File: src/rtl/countdown_pkg.sv
// Shared types and constants for the countdown timer and the up-counter sample.
// Latency: n/a (declarations only).
// Backpressure: n/a.
package countdown_pkg;

    // Width shared with the up-counter sample so both blocks default to the same count size.
    localparam int DEFAULT_SIZE = 5;

    typedef enum logic {
        IDLE = 1'b0,
        RUN  = 1'b1
    } state_t;

endpackage

File: src/rtl/countdown_timer.sv
// Loadable down-counter with an optional auto-reload and a one-cycle expiry pulse.
// Latency: a load of N>0 expires N enabled cycles after acceptance; a load of 0 expires the next cycle.
// Backpressure: load_ready is low while a countdown runs; loads offered then are dropped, not queued.
//
// Ports:
//   clock, reset       rising-edge clock, asynchronous active-low reset
//   load_valid/ready   load handshake; load_value and load_auto are sampled only on acceptance
//   enable             permits one decrement this cycle
//   abort              cancels a running countdown without an expiry pulse
//   count, busy        current count, high while running
//   expire             one-cycle pulse in the cycle after a terminal event
module countdown_timer
    import countdown_pkg::*;
#(
    parameter int Size = DEFAULT_SIZE
) (
    input  logic            clock,
    input  logic            reset,
    input  logic            load_valid,
    output logic            load_ready,
    input  logic [Size-1:0] load_value,
    input  logic            load_auto,
    input  logic            enable,
    input  logic            abort,
    output logic [Size-1:0] count,
    output logic            busy,
    output logic            expire
);

    localparam logic [Size-1:0] ONE = Size'(1);

    state_t          state, state_nxt;
    logic [Size-1:0] count_nxt;
    logic [Size-1:0] reload_reg, reload_nxt;
    logic            auto_reg, auto_nxt;
    logic            expire_nxt;

    // State and datapath registers.
    always_ff @(posedge clock or negedge reset) begin
        if (!reset) begin
            state      <= IDLE;
            count      <= '0;
            reload_reg <= '0;
            auto_reg   <= 1'b0;
            expire     <= 1'b0;
        end else begin
            state      <= state_nxt;
            count      <= count_nxt;
            reload_reg <= reload_nxt;
            auto_reg   <= auto_nxt;
            expire     <= expire_nxt;
        end
    end

    // Next-state and next-datapath logic.
    always_comb begin
        state_nxt  = state;
        count_nxt  = count;
        reload_nxt = reload_reg;
        auto_nxt   = auto_reg;
        expire_nxt = 1'b0;

        unique case (state)
            IDLE: begin
                // load_ready is implied by being in IDLE.
                if (load_valid) begin
                    count_nxt  = load_value;
                    reload_nxt = load_value;
                    if (load_value != '0) begin
                        auto_nxt  = load_auto;
                        state_nxt = RUN;
                    end else begin
                        // A zero load expires at once and must never reload.
                        auto_nxt   = 1'b0;
                        expire_nxt = 1'b1;
                    end
                end
            end
            RUN: begin
                if (abort) begin
                    // Abort outranks a simultaneous terminal decrement: no pulse.
                    count_nxt = '0;
                    auto_nxt  = 1'b0;
                    state_nxt = IDLE;
                end else if (enable) begin
                    if (count > ONE) begin
                        count_nxt = count - ONE;
                    end else begin
                        // In RUN the count is never 0, so this is the terminal count of 1.
                        expire_nxt = 1'b1;
                        if (auto_reg) begin
                            count_nxt = reload_reg;
                        end else begin
                            count_nxt = '0;
                            state_nxt = IDLE;
                        end
                    end
                end
            end
            default: state_nxt = IDLE;
        endcase
    end

    // Outputs derived from registered state only.
    always_comb begin
        busy       = (state == RUN);
        load_ready = (state == IDLE);
    end

endmodule

File: config.mk
export PLATFORM = sky130hd
export DESIGN_NAME = countdown_timer
export DESIGN_NICKNAME = d
export VERILOG_FILES = /design/src/rtl/countdown_pkg.sv /design/src/rtl/countdown_timer.sv
export SDC_FILE = /design/constraint.sdc
export NUM_CORES = 1
export LEC_CHECK = 0
export ABC_AREA = 1
export CORE_MARGIN = 2
export CORE_UTILIZATION = 40
export DETAILED_ROUTE_END_ITERATION = 16
export GPL_TIMING_DRIVEN = 0
export PLACE_DENSITY = 0.66
export SLEW_MARGIN = 20
export SYNTH_ARGS = -nofsm -noshare
export SYNTH_HDL_FRONTEND = slang
export SYNTH_SLANG_ARGS = --single-unit
File: constraint.sdc
create_clock -name clock -period 3.6 [get_ports clock]
set_clock_uncertainty 0.2 [all_clocks]
set_input_delay 0.36 -clock clock [delete_from_list [all_inputs] [get_ports clock]]
set_output_delay 0.36 -clock clock [all_outputs]
set_load 0.01 [all_outputs]
## Yosys cells after proc, flatten, opt, wreduce, memory -nomap -nowiden

Cells that the tools add are included.

| cells by class | value |
|---|---|
| add/sub/neg operators | 1 |
| $lt $le $gt $ge | 1 |
| equality and inequality tests | 3 |
| mux-type cells | 23 |
| bitwise logic cells | 1 |
| reduce and logical (&&, ||, !) cells | 4 |

Operator list:

| cell | count |
|---|---|
| 5-bit two-way mux | 5 |
| 1-bit two-way mux | 14 |
| 5-bit one-hot mux with 2 select lines | 1 |
| 1-bit one-hot mux with 2 select lines | 3 |
| 2-bit AND reduction | 3 |
| 5-bit by 1-bit > comparator with 1-bit output (second input constant) | 1 |
| 5-bit nonzero test | 1 |
| 5-bit by 1-bit subtractor with 5-bit output (second input constant) | 1 |
| 2-bit inequality test (second input constant) | 2 |
| 3-bit inequality test (second input constant) | 1 |
| 1-bit NOT | 1 |

| storage, ports and cells | value |
|---|---|
| bits in registers | 13 |
| input port bits | 11 |
| output and inout bits | 8 |
| logic and storage cells | 38 |

## Depth between registers and ports, before layout

| logic depth | value |
|---|---|
| depth after elaboration | 5 |
| depth in mapped cells | 8 |
| gate-level depth less buffers | 8 |

## Least setup slack after synthesis

Ideal clock, no wire load.

| timing path | value |
|---|---|
| kind | flip-flop to flip-flop |
| from | register count[1] |
| to | register count[3] |
| library setup time | 0.073 ns |
| data arrival time | 1.159 ns |
| data required time | 3.327 ns |
| setup slack | 2.168 ns |
| cell stages (with the launch flop) | 9 |
| path buffers | 0 |
| period minus slack after synthesis | 1.432 ns |
| path through | dfrtp_1 > inv_1 > ha_1 > inv_1 > o21ai_2 > nand2_4 > nand2_1 > nand3_1 > a21oi_2 |

| on the way | value |
|---|---|
| word-level cells in the longest chain between the ends | 5 |
| elaborated cells on any way between the ends | 6 |
| those cells by class | add/sub: 1; order compare: 1; mux: 4 |

RTL lines:

| element | line | RTL |
|---|---|---|
| from (decl) | countdown_timer.sv:25 | `output logic [Size-1:0] count,` |
| from (signal assigned) | countdown_timer.sv:48 | `count <= count_nxt;` |
| 5-bit by 1-bit subtractor with 5-bit output / 5-bit by 1-bit > comparator with 1-bit output (equally long branches) | countdown_timer.sv:87, countdown_timer.sv:86 |  |
| 5-bit two-way mux * | countdown_timer.sv:86 | `if (count > ONE) begin` |
| 5-bit two-way mux * | countdown_timer.sv:85 | `end else if (enable) begin` |
| 5-bit two-way mux * | countdown_timer.sv:80 | `if (abort) begin` |
| 5-bit one-hot mux with 2 select lines * | countdown_timer.sv:63 | `unique case (state)` |

Every way passes the cells marked *; elsewhere a longest branch is shown, timed or not. The select of a mux whose other input is x is not followed.
A chain may end at the register's enable or synchronous reset.

## Worst setup path after layout

| timing path | value |
|---|---|
| from | register state (netlist: busy) |
| to | output port load_ready |

| on the way | value |
|---|---|
| word-level cells in the longest chain between the ends | 1 |

RTL lines:

| element | line | RTL |
|---|---|---|
| from (decl) | countdown_timer.sv:32 | `state_t state, state_nxt;` |
| from (signal assigned) | countdown_timer.sv:47 | `state <= state_nxt;` |
| 1-bit NOT | n/a |  |
| to (decl) | countdown_timer.sv:20 | `output logic load_ready,` |

No other way between the ends.

==> results.yml <==
outcome:
  outcome: "finished clean"
clocking:
  cts_setup_buffers: 0
  ctsHoldBuffers: 0
  insertion_delay_ps: 270
  tritoncts: "done"
  cts-buffers-inserted: 3
  cts_max_level: 1
  ctsLongestPathBuffers: 2
  cts_root_buffer: "clkbuf_4"
  cts.sinks: 13
  clk_pin_slew_ps: 80
  post_cts_resized: 0
sta:
  rsz0062_at_grt: "false"
  fmax_mhz: 498
  finalSetupViolCount: 0
  finalSetupTns_ps: 0
  min_period_ps: 2010
  drv_slew: 0
  hold_violations: 0
  timing.hold.ws_ps: 261
  slew_headroom_pct: 59.1
  fin_crit_sh_pct: 55.8
  worst_pin_slew_ps: 611
routing:
  drc_errors: 0
  firstDrtPassIters: 4
  vias: 727
  detail_route.wl_per_cell_um: 10.8
  wirelength_mm: 1.69
  ant_nets: 0
  viasPerCell: 4.66
  drtIter0Drc: 18
global_route:
  grt_pass1_vias: 647
  grt_max_degree: 14
  grt_pass1_wl_mm: 2.85
  grt_overflow: 0
  grt_usage_pct: 15.2
  antenna_found_initial: 0
layout:
  drive_gt1_share_pct: 9.30
  antenna_cells: 0
  area_delta_synth_final_pct: 29.7
  utilization_pct: 54.1
  nets: 143
floorplanning:
  dieArea_um2: 2400
  die_w_um: 49.0
  core_um2: 1940
  num_io_pins: 19
  num_rows: 16
  die_h_um: 49.0
  initial_core_util_pct: 41.7
worst_setup_path:
  crit_type: "reg2out"
  critPathLaunchType: "flop"
  required_ps: 3040
  end_kind: "output pin"
  reg2reg_depth: 7
  r2r_slack_ps: 2020
  worst-path-max-fanout: 8
  cp.arrival_ps: 1450
placed_design:
  globalplace.congestion: 0.807
  portBuffers: 18
  hpwlAfterDp_mm: 1.34
logic_synthesis:
  syn_nets: 120
  yosysWarnings: 0
  yosysSeqAreaShare_pct: 40.2
  synth_area_per_cell_um2: 7.57
  ys_ff_latch: 13
  yosysUniqueCellTypes: 19
  synth_cells: 107
  syn-cell-area_um2: 810
power:
  ir_drop_uv: 311
  power_leakage_nw: 0.504
  p_per_area_nw_per_um2: 562
min_path:
  hold_class: "in2async"
flow_run:
  drv_cap: 0
[worst max-delay path: stages, from the launching register on]
cell             delay [ps]
dfrtp_1                 460
inv_2                   160
clkdlybuf4s50_1         550
[logic make-up (layout without fill, tap and decap cells)]
family	after synthesis	count (layout)	synth area share, %
and+or+nand+nor	50	50	30.4
AOI/OAI and AO/OA	21	21	15.8
DFF	13	13	40.2
xor gates and xnor gates	1	1	1.08
adders and majority gates	2	2	3.09
buffers and inverters	20	42	9.43
[synth_stat cells]
master	instances	area share [%]
buf_2	1	0.62
ha_1	2	3.1
nand2_4	1	1.4
nor2_1	8	3.7
a21oi_2	2	2.2
inv_2	1	0.46
a21oi_4	1	2.0
o21ai_2	1	1.1
nor3_1	2	1.2
xnor2_1	1	1.1
a21oi_1	3	1.9
nor2_8	1	2.5
nand2_1	22	10
dfrtp_1	13	40
nand4_1	1	0.77
nor3_4	1	2.0
inv_1	18	8.3
nand3_1	14	8.7
o21ai_0	14	8.7
[per-layer routing]
layer  track usage [%]  up-vias  wire, µm
met2              25.1       16       779
li1                  -      389         -
met1              19.8      320       836
met5                 0        -         0
met4              7.14        0        14
met3              1.84        2        55
[cell usage in the layout, fill, tap and decap left out, drive strengths merged]
cell	instances
xnor2	1
dfrtp	13
a21oi	6
nand2	23
o21ai	15
ha	2
clkdlybuf4s50	18
nor2	9
inv	19
clkbuf	4
buf	1
nand4	1
nor3	3
nand3	14
[metrics by stage]
stage | std cells | setup WS (ps) | cell area, µm² | total power [mW]
floorplan | 107 | 2170 | 810 | 0.398
global placement | 152 | 1740 | 1020 | 0.493
detailed placement | 152 | 1730 | 1020 | 0.501
CTS | 156 | 1580 | 1050 | 0.595
global route | 156 | 1520 | 1050 | 0.642
finish | 156 | 1590 | 1050 | 0.590
[area by class of cell]
| cell class | count | area (µm²) |
|---|---|---|
| Timing Repair Buffer | 18 | 180 |
| Multi-Input combinational cell | 74 | 408 |
| Sequential cell | 13 | 325 |
| Inverter | 19 | 71.3 |
| Clock buffer | 4 | 26.3 |
| Buffer | 1 | 5.00 |
| Fill cell | 197 | 892 |
| Tap cell | 27 | 33.8 |
[where the power goes]
group	leakage, nW	internal, mW	switching, mW
combinational	0.330	0.120	0.141
clock	0.0150	0.0429	0.0512
sequential	0.159	0.183	0.0517
[worst paths after layout]
| check | startpoint | end |
|---|---|---|
| setup reg to reg | count[1]$_DFFE_PN0P_ | busy$_DFF_PN0_ |
| hold reg to reg | reload_reg[4]$_DFFE_PN0P_ | reload_reg[4]$_DFFE_PN0P_ |
| hold / removal | reset | count[1]$_DFFE_PN0P_ |
| max in group asynchronous | reset | auto_reg$_DFFE_PN0P_ |
| min in group clock | reload_reg[4]$_DFFE_PN0P_ | reload_reg[4]$_DFFE_PN0P_ |
| setup / recovery | busy$_DFF_PN0_ | load_ready |
No activity file was read; power rests on OpenSTA's default activity.
